## config.mk

```make
export PLATFORM = sky130hd
export DESIGN_NAME = vga_timing
export DESIGN_NICKNAME = d
export VERILOG_FILES = /design/src/rtl/vga_timing.sv
export SDC_FILE = /design/constraint.sdc
export NUM_CORES = 1
export LEC_CHECK = 0
export ABC_AREA = 0
export CAP_MARGIN = 20
export CORE_UTILIZATION = 43
export CTS_CLUSTER_DIAMETER = 80
export DETAILED_ROUTE_END_ITERATION = 16
export HOLD_SLACK_MARGIN = 0.08
export PLACE_DENSITY_LB_ADDON = 0.05
export SLEW_MARGIN = 20
export SYNTH_ARGS = -nofsm -noshare
export SYNTH_HDL_FRONTEND = slang
export SYNTH_SLANG_ARGS = --single-unit
```

## constraint.sdc

```tcl
create_clock -name clk -period 2.2 [get_ports clk]
set_input_delay 0.44 -clock clk [delete_from_list [all_inputs] [get_ports clk]]
set_output_delay 0.44 -clock clk [all_outputs]
set_load 0.02 [all_outputs]
```

## src/rtl/vga_timing.sv

```systemverilog
// vga_timing: 640x480@60 raster master. Divides the system clock down to the
// pixel rate, runs the horizontal/vertical counters, publishes the current
// coordinates to the pixel generators and drives registered, blanked RGB and
// active-low sync pins that lag the counters by exactly one pixel tick.
module vga_timing #(
    parameter int CLK_DIV  = 4,
    parameter int H_ACTIVE = 640,
    parameter int H_FP     = 16,
    parameter int H_SYNC   = 96,
    parameter int H_BP     = 48,
    parameter int V_ACTIVE = 480,
    parameter int V_FP     = 10,
    parameter int V_SYNC   = 2,
    parameter int V_BP     = 33
) (
    input  logic        clk,
    input  logic        rst,
    input  logic [23:0] pixel_data,
    output logic [9:0]  pos_x,
    output logic [9:0]  pos_y,
    output logic        video_on,
    output logic        pix_tick,
    output logic        frame_start,
    output logic        hsync,
    output logic        vsync,
    output logic [3:0]  vga_r,
    output logic [3:0]  vga_g,
    output logic [3:0]  vga_b
);

    localparam int H_TOTAL = H_ACTIVE + H_FP + H_SYNC + H_BP;
    localparam int V_TOTAL = V_ACTIVE + V_FP + V_SYNC + V_BP;
    // A one-bit divider still exists when CLK_DIV is 1; it simply never leaves 0.
    localparam int DIV_W   = (CLK_DIV > 1) ? $clog2(CLK_DIV) : 1;

    localparam logic [DIV_W-1:0] DIV_LAST = DIV_W'(CLK_DIV - 1);
    localparam logic [9:0] H_LAST = 10'(H_TOTAL - 1);
    localparam logic [9:0] V_LAST = 10'(V_TOTAL - 1);
    localparam logic [9:0] H_ACT  = 10'(H_ACTIVE);
    localparam logic [9:0] V_ACT  = 10'(V_ACTIVE);
    localparam logic [9:0] HS_BEG = 10'(H_ACTIVE + H_FP);
    localparam logic [9:0] HS_END = 10'(H_ACTIVE + H_FP + H_SYNC);
    localparam logic [9:0] VS_BEG = 10'(V_ACTIVE + V_FP);
    localparam logic [9:0] VS_END = 10'(V_ACTIVE + V_FP + V_SYNC);

    logic [DIV_W-1:0] div_cnt_q, div_cnt_d;
    logic [9:0]       h_cnt_q, h_cnt_d;
    logic [9:0]       v_cnt_q, v_cnt_d;
    logic             hsync_q, hsync_d;
    logic             vsync_q, vsync_d;
    logic [11:0]      rgb_q, rgb_d;

    // Only the top nibble of each colour channel reaches the 4-bit DAC pins.
    logic unused_pixel_bits;
    assign unused_pixel_bits = ^{pixel_data[19:16], pixel_data[11:8], pixel_data[3:0]};

    assign pix_tick    = (div_cnt_q == DIV_LAST);
    assign video_on    = (h_cnt_q < H_ACT) && (v_cnt_q < V_ACT);
    assign frame_start = pix_tick && (h_cnt_q == 10'd0) && (v_cnt_q == 10'd0);

    // Coordinates go out unmasked, even during blanking.
    assign pos_x = h_cnt_q;
    assign pos_y = v_cnt_q;

    assign hsync = hsync_q;
    assign vsync = vsync_q;
    assign {vga_r, vga_g, vga_b} = rgb_q;

    // Next state for the divider, raster counters and the pin register inputs.
    always_comb begin
        div_cnt_d = pix_tick ? '0 : div_cnt_q + DIV_W'(1);
        h_cnt_d   = h_cnt_q;
        v_cnt_d   = v_cnt_q;
        if (pix_tick) begin
            if (h_cnt_q == H_LAST) begin
                h_cnt_d = 10'd0;
                v_cnt_d = (v_cnt_q == V_LAST) ? 10'd0 : v_cnt_q + 10'd1;
            end else begin
                h_cnt_d = h_cnt_q + 10'd1;
            end
        end
        // Sync and colour are decoded from the same counter values so the
        // pins stay mutually aligned one tick behind the counters.
        hsync_d = !((h_cnt_q >= HS_BEG) && (h_cnt_q < HS_END));
        vsync_d = !((v_cnt_q >= VS_BEG) && (v_cnt_q < VS_END));
        rgb_d   = video_on ? {pixel_data[23:20], pixel_data[15:12], pixel_data[7:4]}
                           : 12'h000;
    end

    // State update; reset wins over a coincident tick and drops sync high at once.
    always_ff @(posedge clk) begin
        if (rst) begin
            div_cnt_q <= '0;
            h_cnt_q   <= 10'd0;
            v_cnt_q   <= 10'd0;
            hsync_q   <= 1'b1;
            vsync_q   <= 1'b1;
            rgb_q     <= 12'h000;
        end else begin
            div_cnt_q <= div_cnt_d;
            h_cnt_q   <= h_cnt_d;
            v_cnt_q   <= v_cnt_d;
            if (pix_tick) begin
                hsync_q <= hsync_d;
                vsync_q <= vsync_d;
                rgb_q   <= rgb_d;
            end
        end
    end

endmodule
```

==> results.toml <==
[run_status]
status = "complete, no violations"

[timing]
fin_crit_sh_pct = 95.5
tightest_slew_ps = 818
max_slew_margin_pct = 45.2
setup_viol = 0
clock_skew_ps = 4.85
max_freq_mhz = 476
rsz0062_at_grt = "false"
hold_viol_final = 0
slew_viol_final = 0
fin_crit_ps = 2100

[setup_path]
start_kind = "flop"
critPathArrivalTime_ps = 1660
cp_cell_sequence = "ha_1 -> buf_4 -> clkdlybuf4s50_1"
cp_max_fo = 13
worst_ep_required_time_ps = 1760
cpPeakStageDelay_ps = 620
path_class = "reg -> out"
end_kind = "output port"
cpMaxStageDelayCell = "clkdlybuf4s50_1"

[synth]
yosysSeqAreaShare_pct = 45.4
ys_ff_latch = 36
netlist_area_um2 = 1590
syn_nets = 206
synthDistinctLibCells = 33
ys_warn_count = 0
syn_area_per_cell_um2 = 9.07
syn_inst = 175

[detailed_routing]
wl_um = 3990
drtIter0Drc = 134
drt_first_pass_iters = 4
via_per_inst = 5.37
drc = 0
antenna_left = 0
routed-via-count = 1557
drt-wirelength-per-cell_um = 13.8

[min_path]
hold_path.class = "reg -> reg"

[placement]
gp_congestion = 0.868
io_buffers = 50
dp_hpwl_um = 2990
dpl-instance-area_um2 = 2250
placed_cells = 282

[floorplanning]
die-area_um2 = 3940
initial_core_util_pct = 46.1
io_pins = 63
rows = 21
die_y_um = 62.7
design.core.area_um2 = 3440
die_w_um = 62.7

[power]
powerDensity_nw_per_um2 = 542
vdd_drop_max_mv = 0.427
p_leak_nw = 0.881

[clock_tree]
cts_root_buf = "clkbuf_8"
postCtsHoldBufs = 0
cts_max_path_buffers = 2
h-tree-depth = 2
cts_tree = "yes"
path_clk_slew_ps = 70
cts.sinks = 36
postCtsSetupRepairBufs = 0
numCtsBuffers = 5
worstSkewPairLatency_ps = 290

[layout]
stdcell_area_um2 = 2350
fin_cells = 290
final_nets = 274
drive_gt1_share_pct = 13.5
syn_to_final_growth_pct = 48.4
fin_util_pct = 68.4
diodes = 0

[global_route]
antenna_found_initial = 0
track_usage_pct = 22.1
grt_pass1_wl_um = 6820
grt_max_degree = 14
grt_overflow = 0
grt_pass1_vias = 1522

[run]
drv_cap = 0
==> where the power goes <==
part	switching [mW]	internal [mW]
Sequential	0.00845	0.668
Combinational	0.0656	0.0695
Clock	0.243	0.220
==> metal layers <==
layer / vias to the layer above / global-route usage, % / part of all wire, %
met3: 8 / 6.20 / 4.1
met4: 0 / 7.85 / 1.6
met2: 46 / 36.5 / 47
met5: - / 0 / 0
met1: 735 / 27.3 / 47
li1: 768 / - / -
==> cell type report <==
type	count	area, um^2
clock buffer	5	68.8
clock inverter	3	18.8
fill	293	1090
inverter	8	30.0
multi-input combinational	124	830
sequential	36	721
tap	46	57.6
timing repair buffer	68	629
==> cell usage after synthesis <==
master / count / area share (%)
o31ai_1: 1 / 0.47
nand4b_1: 1 / 0.55
nor3_1: 8 / 2.5
a31oi_1: 1 / 0.39
o221ai_1: 1 / 0.55
or4_4: 1 / 0.71
clkbuf_1: 5 / 1.2
nor2_1: 20 / 4.7
and3_1: 6 / 2.4
nor4_1: 5 / 2.0
a21oi_1: 7 / 2.2
nor4b_1: 1 / 0.55
mux2i_1: 1 / 0.63
xor2_1: 6 / 3.3
buf_2: 2 / 0.63
nand4_1: 6 / 2.4
inv_1: 8 / 1.9
a22o_1: 12 / 6.6
nor2b_1: 1 / 0.39
or4b_1: 1 / 0.63
and4_1: 1 / 0.55
xnor2_1: 6 / 3.3
nand2_1: 9 / 2.1
ha_1: 5 / 3.9
nand2b_1: 3 / 1.2
nand4bb_4: 1 / 1.7
nand3_1: 10 / 3.2
and2_1: 1 / 0.39
o311ai_0: 1 / 0.55
dfxtp_1: 36 / 45
o21ai_0: 4 / 1.3
or3_1: 3 / 1.2
or4_1: 1 / 0.47
==> cells in the final DEF, fill, tap and decap left out, types with 2 or more instances in the layout <==
cell type | synthesis | layout
nand2_1 | 9 | 9
buf_4 | 0 | 18
ha_1 | 5 | 5
nor4_2 | 0 | 2
nand3_1 | 10 | 10
and3_1 | 6 | 6
o21ai_0 | 4 | 4
a22o_1 | 12 | 12
clkbuf_8 | 0 | 5
clkdlybuf4s50_1 | 0 | 48
inv_1 | 8 | 8
nor2_1 | 20 | 20
xnor2_1 | 6 | 6
nand4_1 | 6 | 6
nor4_1 | 5 | 3
clkinv_2 | 0 | 2
nor3_1 | 8 | 7
or3_1 | 3 | 2
dfxtp_1 | 36 | 36
a21oi_1 | 7 | 7
nand2b_1 | 3 | 3
xor2_1 | 6 | 6
==> what timing repair did <==
item / CTS / global route
setup endpoints to repair: 2 / 2
endpoints found under the hold margin: 0 / 0
resized for setup: 6 / 2
pin swaps: 0 / 1
==> cells by family (layout without fill, tap and decap cells) <==
| family | count (synthesis) | count (layout) | synth area share (%) |
|---|---|---|---|
| xor gates and xnor gates | 12 | 12 | 6.62 |
| buffers and inverters | 15 | 84 | 3.71 |
| adders and majority gates | 5 | 5 | 3.94 |
| DFF | 36 | 36 | 45.4 |
| muxes | 1 | 1 | 0.631 |
| AOI/OAI and AO/OA | 27 | 27 | 12.1 |
| and+or+nand+nor | 79 | 79 | 27.6 |
==> stage by stage <==
stage          setup slack (ps)  setup TNS [ps]  power, mW  hold slack (ps)
3_3_place_gp              -45.5           -45.5      0.822              413
3_5_place_dp              -57.5           -57.5      0.826              427
6_report                   99.1               0       1.28              433
2_1_floorplan               128               0      0.753              404
5_1_grt                    5.81               0       1.33              464
4_1_cts                    18.3               0       1.29              438
==> critical path, delay by kind of cell, from the launching register on <==
family,cells,cell delay [ps]
fa+ha+maj,1,200
flops,1,340
buf+inv,2,820
==> registers in the layout (all words and copies together), names as in the netlist <==
register   cells
pos_y         10
hsync          1
rgb_q         12
vsync          1
pos_x         10
div_cnt_q      2
==> final timing paths <==
kind / start / to / slack (ps) / cells past startpoint
max reg2reg: pos_x[0] / pos_y[8] / 190 / 6
min reg2reg: div_cnt_q[0] / div_cnt_q[0] / 430 / 1
min: div_cnt_q[0] / div_cnt_q[0] / 430 / 1
max: div_cnt_q[0] / pix_tick / 100 / 3
Note: power is estimated with default switching activity, not from simulation.
